--- src/rtl/demux1_2x2_reg_if.sv ---
// Producer/consumer bundle for the registered 1-to-2 demultiplexer.
// The block uses the slave view; whoever drives it uses the master view.
interface demux1_2x2_reg_if #(
  parameter int unsigned WIDTH = 2,
  parameter int unsigned CNT_W = 8
);
  logic [WIDTH-1:0]      in_data;
  logic                  in_sel;
  logic                  in_valid;
  logic                  in_ready;
  logic [1:0][WIDTH-1:0] out_data;
  logic [1:0]            out_valid;
  logic [1:0]            out_ready;
  logic [1:0][CNT_W-1:0] count;

  modport master (
    output in_data, in_sel, in_valid, out_ready,
    input  in_ready, out_data, out_valid, count
  );

  modport slave (
    input  in_data, in_sel, in_valid, out_ready,
    output in_ready, out_data, out_valid, count
  );
endinterface

--- src/rtl/demux1_2x2_reg.sv ---
// Steers one valid/ready stream into two one-entry output slots,
// each with its own handshake and a wrapping accept counter.
module demux1_2x2_reg #(
  parameter int unsigned WIDTH = 2,
  parameter int unsigned CNT_W = 8
) (
  input logic              clk,
  input logic              reset_n,
  demux1_2x2_reg_if.slave  bus
);

  typedef enum logic {EMPTY = 1'b0, FULL = 1'b1} slot_state_e;

  slot_state_e           state     [2];
  slot_state_e           state_nxt [2];
  logic [1:0][WIDTH-1:0] data_q, data_d;
  logic [1:0][CNT_W-1:0] cnt_q, cnt_d;
  logic [1:0]            full;
  logic [1:0]            load;
  logic [1:0]            drain;
  logic                  ready;
  logic                  accept;

  always_ff @(posedge clk or negedge reset_n) begin
    if (!reset_n) begin
      state  <= '{default: EMPTY};
      data_q <= '0;
      cnt_q  <= '0;
    end else begin
      state  <= state_nxt;
      data_q <= data_d;
      cnt_q  <= cnt_d;
    end
  end

  always_comb begin
    for (int unsigned i = 0; i < 2; i++) begin
      full[i] = (state[i] == FULL);
    end
  end

  // Readiness looks only at the targeted slot so a stalled consumer never blocks the other path.
  always_comb begin
    ready  = !full[bus.in_sel] || bus.out_ready[bus.in_sel];
    accept = bus.in_valid && ready;
  end

  always_comb begin
    for (int unsigned i = 0; i < 2; i++) begin
      load[i]      = accept && (bus.in_sel == i[0]);
      drain[i]     = full[i] && bus.out_ready[i];
      state_nxt[i] = state[i];
      data_d[i]    = data_q[i];
      cnt_d[i]     = cnt_q[i];
      // A load wins over a drain on the same edge: the slot stays full with the new payload.
      if (load[i]) begin
        state_nxt[i] = FULL;
        data_d[i]    = bus.in_data;
        cnt_d[i]     = cnt_q[i] + 1'b1;
      end else if (drain[i]) begin
        state_nxt[i] = EMPTY;
      end
    end
  end

  always_comb begin
    bus.in_ready  = ready;
    bus.out_valid = full;
    bus.out_data  = data_q;
    bus.count     = cnt_q;
  end

endmodule
--- src/flat_wrapper.sv ---
// flat-port wrapper written by rule: the top's interface ports become plain ports
module demux1_2x2_reg_flat 
#(
  parameter int unsigned WIDTH = 2,
  parameter int unsigned CNT_W = 8
)
  (clk, reset_n, bus_in_data, bus_in_sel, bus_in_valid, bus_out_ready, bus_in_ready, bus_out_data, bus_out_valid, bus_count);
  demux1_2x2_reg_if #(.WIDTH(WIDTH), .CNT_W(CNT_W)) bus_i ();
  input logic clk;
  input logic reset_n;
  input wire logic [$bits(bus_i.in_data)-1:0] bus_in_data;
  input wire logic [$bits(bus_i.in_sel)-1:0] bus_in_sel;
  input wire logic [$bits(bus_i.in_valid)-1:0] bus_in_valid;
  input wire logic [$bits(bus_i.out_ready)-1:0] bus_out_ready;
  output wire logic [$bits(bus_i.in_ready)-1:0] bus_in_ready;
  output wire logic [$bits(bus_i.out_data)-1:0] bus_out_data;
  output wire logic [$bits(bus_i.out_valid)-1:0] bus_out_valid;
  output wire logic [$bits(bus_i.count)-1:0] bus_count;
  assign bus_i.in_data = bus_in_data;
  assign bus_i.in_sel = bus_in_sel;
  assign bus_i.in_valid = bus_in_valid;
  assign bus_i.out_ready = bus_out_ready;
  assign bus_in_ready = bus_i.in_ready;
  assign bus_out_data = bus_i.out_data;
  assign bus_out_valid = bus_i.out_valid;
  assign bus_count = bus_i.count;
  demux1_2x2_reg #(.WIDTH(WIDTH), .CNT_W(CNT_W)) u_core (.clk(clk), .reset_n(reset_n), .bus(bus_i));
endmodule
--- config.mk ---
export PLATFORM = sky130hd
export DESIGN_NAME = demux1_2x2_reg_flat
export DESIGN_NICKNAME = d
export VERILOG_FILES = /design/src/rtl/demux1_2x2_reg_if.sv /design/src/rtl/demux1_2x2_reg.sv /design/src/flat_wrapper.sv
export SDC_FILE = /design/constraint.sdc
export NUM_CORES = 1
export LEC_CHECK = 0
export ABC_AREA = 1
export ABC_CLOCK_PERIOD_IN_PS = 1200
export BUFFER_PORTS_ARGS = -buffer_cell sky130_fd_sc_hd__buf_2
export CAP_MARGIN = 0
export CORE_MARGIN = 2
export CORE_UTILIZATION = 45
export CTS_CLUSTER_SIZE = 20
export DETAILED_ROUTE_END_ITERATION = 8
export MAX_ROUTING_LAYER = met4
export PLACE_DENSITY = 0.73
export SYNTH_ARGS = -nofsm -noshare
export SYNTH_HDL_FRONTEND = slang
export SYNTH_SLANG_ARGS = --single-unit
--- constraint.sdc ---
create_clock -name clk -period 1.2 [get_ports clk]
set_input_delay 0.24 -clock clk [delete_from_list [all_inputs] [get_ports clk]]
set_output_delay 0.24 -clock clk [all_outputs]
set_load 0.01 [all_outputs]
==> metrics <==
status complete, but fails checks; violated checks setup timing; final RePlAce weighted congestion about 0.85; pwr dens roughly 1700 nW/um^2; CP Max Fanout 3; hold slack 0.181 ns; Layout Utilization 0.590; Port Buf Inserts 30; clk slew on worst S/H paths approximately 0.12 ns; grt ovf 0; number of flops mapped to enable cells by yosys 0; ys async rst share 1.00; #FFs+latches synth 22; synth top area cells dfrtp_1, nand2_1, inv_1; Slew @ Worst Pin 0.471 ns; Setup CP Type flip-flop to primary output; CTS Buf Count 3; RSZ-0062 raised after global routing yes; Hold WC Path Type input port to flip-flop; Gate Count Post-Synth 150; WP data arrival 1.00 ns; vias in the first global route 858; post-synthesis sequential area ratio 0.482; core area ~2400 sq um; DR vias 1016; leakage 0.802 nW; CTS Buffer Depth 2; syn nets 160; Synth Cell Area 1140 sq um; Worst setup EP type primary output; total power 2.44 mW; ANT cells 0; wire per inst 10.2 microns; pre-CTS setup slack 0.00705 ns; highest routed layer met4; yosys warns 0; row count 18; cell taking the most area after synthesis dfrtp_1; top-count cell post-synth nand2_1; worst skew pair latency approximately 0.30 ns; Max Cap Viol 0; Layout area overhead 25.8%; # setup viols final 1; die height 54.4 microns; CTS H-tree depth 1; syn avg cell area 7.61 sq um; I/O pin count 31; initial antenna violation count 0; synth unique cells 17; starting density of the core 0.469; root buf cell clkbuf_4; FMAX roughly 800 MHz; First-pass DRT Iterations 4; DRC viols 0; fraction of layout cells with a size suffix above 1 0.298; Synth top area share 0.482; Max VDD drop 1.09 mV; Final ANT Viol Nets 0; TritonCTS clock tree done; top_reg_cell synth dfrtp_1; Iter 0 DRT Violations 8; Hold Fails Final Rpt 0; metal3 WL 69 microns; critical path data required time 0.96 ns; Setup crit start kind flip-flop; Fin Clk Skew roughly 0.0045 ns; minimum clock period 1.24 ns; first-pass GRT wire length 3620 microns; nets 203; Clock Sinks 22; met2 WL post-DR 1080 microns; largest net degree at the start of global routing 23; GRT Overall Usage 0.177; M1 WL 1080 microns; Final Slew Violations 0; most frequent cells after synthesis nand2_1, dfrtp_1, inv_1; crit share post-route 1.03; final WL 2250 microns; post-route setup slack -0.0364 ns; HPWL after DPL 1640 microns; routed vias/inst 4.60; die area 2950 sq um; Slew HR 0.686; die width 54.4 microns
[routing by layer]
| metal | GRT usage | up-vias |
|---|---|---|
| met4 | 0.0875 | 0 |
| met3 | 0.0164 | 2 |
| met2 | 0.267 | 18 |
| met5 | - | - |
| met1 | 0.240 | 460 |
| li1 | - | 536 |
[registers in the layout (all words and copies together) (netlist names)]
name and flops:
u_core.bus.count 16, u_core.bus.out_data 4, u_core.bus.out_valid 2
[worst paths after layout]
check                                                     end                                 from  depth (start not counted)  slack, ns
max reg2reg                  u_core.bus.count[13]$_DFFE_PN0P_      u_core.bus.count[8]$_DFFE_PN0P_                          7       0.04
min in group asynchronous     u_core.bus.count[1]$_DFFE_PN0P_                              reset_n                          2       0.43
min reg2reg                u_core.bus.out_data[2]$_DFFE_PN0P_   u_core.bus.out_data[2]$_DFFE_PN0P_                          2       0.50
min                        u_core.bus.out_data[0]$_DFFE_PN0P_                       bus_in_data[0]                          3       0.18
max in group asynchronous     u_core.bus.count[4]$_DFFE_PN0P_                              reset_n                          2       0.43
max                                              bus_in_ready  u_core.bus.out_valid[1]$_DFFE_PN0P_                          4      -0.04
[cell families (layout without fill, tap and decap cells)]
kind of cell	after synthesis	count (layout)	synth area share
AND/OR/NAND/NOR	92	92	0.340
flip-flops	22	22	0.482
buffers and inverters	21	62	0.0790
AO/OA/AOI/OAI	7	7	0.0307
XOR/XNOR	6	6	0.0461
adder cells (fa/ha/maj)	2	2	0.0219
[area by class of cell]
type / count / area, sq um
Timing Repair Buffer: 40 / 231
Fill cell: 230 / 997
Sequential cell: 22 / 554
Tap cell: 30 / 37.5
Inverter: 19 / 71.3
Multi-Input combinational cell: 107 / 518
Clock buffer: 3 / 22.5
[report_power, final]
part           total [mW]  leakage [nW]  internal [mW]  switching (mW)
sequential           1.17         0.281          0.936           0.230
combinational       0.943         0.507          0.444           0.500
clock               0.329        0.0138          0.117           0.212
total                2.44         0.802           1.50           0.942
[metrics by stage]
step / std cells / TNS (ns) / instance area (sq um)
after floorplan: 150 / 0 / 1140
after global placement: 210 / 0 / 1330
after detailed placement: 210 / 0 / 1330
after CTS: 216 / -0.0582 / 1380
after global routing: 221 / -0.393 / 1440
final: 221 / -0.0364 / 1440
[cells in the final DEF, fill, tap and decap left out]
cell type	netlist	layout
xnor2_1	2	2
xor2_1	4	4
nand2_2	1	3
nand2_1	72	70
nand3_2	2	2
ha_4	0	1
buf_4	1	8
nand3b_1	1	1
inv_2	0	2
clkbuf_4	0	3
ha_1	2	1
nor2_4	1	1
nor2_2	3	3
o21ai_0	5	5
dfrtp_2	0	3
buf_2	0	30
o21ai_1	2	2
buf_6	1	1
dlygate4sd3_1	0	1
nor2_1	5	5
inv_1	19	17
nand3_1	7	7
dfrtp_1	22	19
[worst max-delay path: stages, from the launching register on]
cell and delay (ns):
dfrtp_1 0.40, nand2_2 0.08, nand2_1 0.05, nand2_1 0.04
buf_2 0.12
[timing repair]
action,in CTS,in global routing
endpoints found under the setup margin,4,19
pin swaps,2,0
endpoints found under the hold margin,22,0
gates resized for setup,3,7
hold buffers,1,0
buffers inserted,2,5
Power figures use the tool's default switching activity.
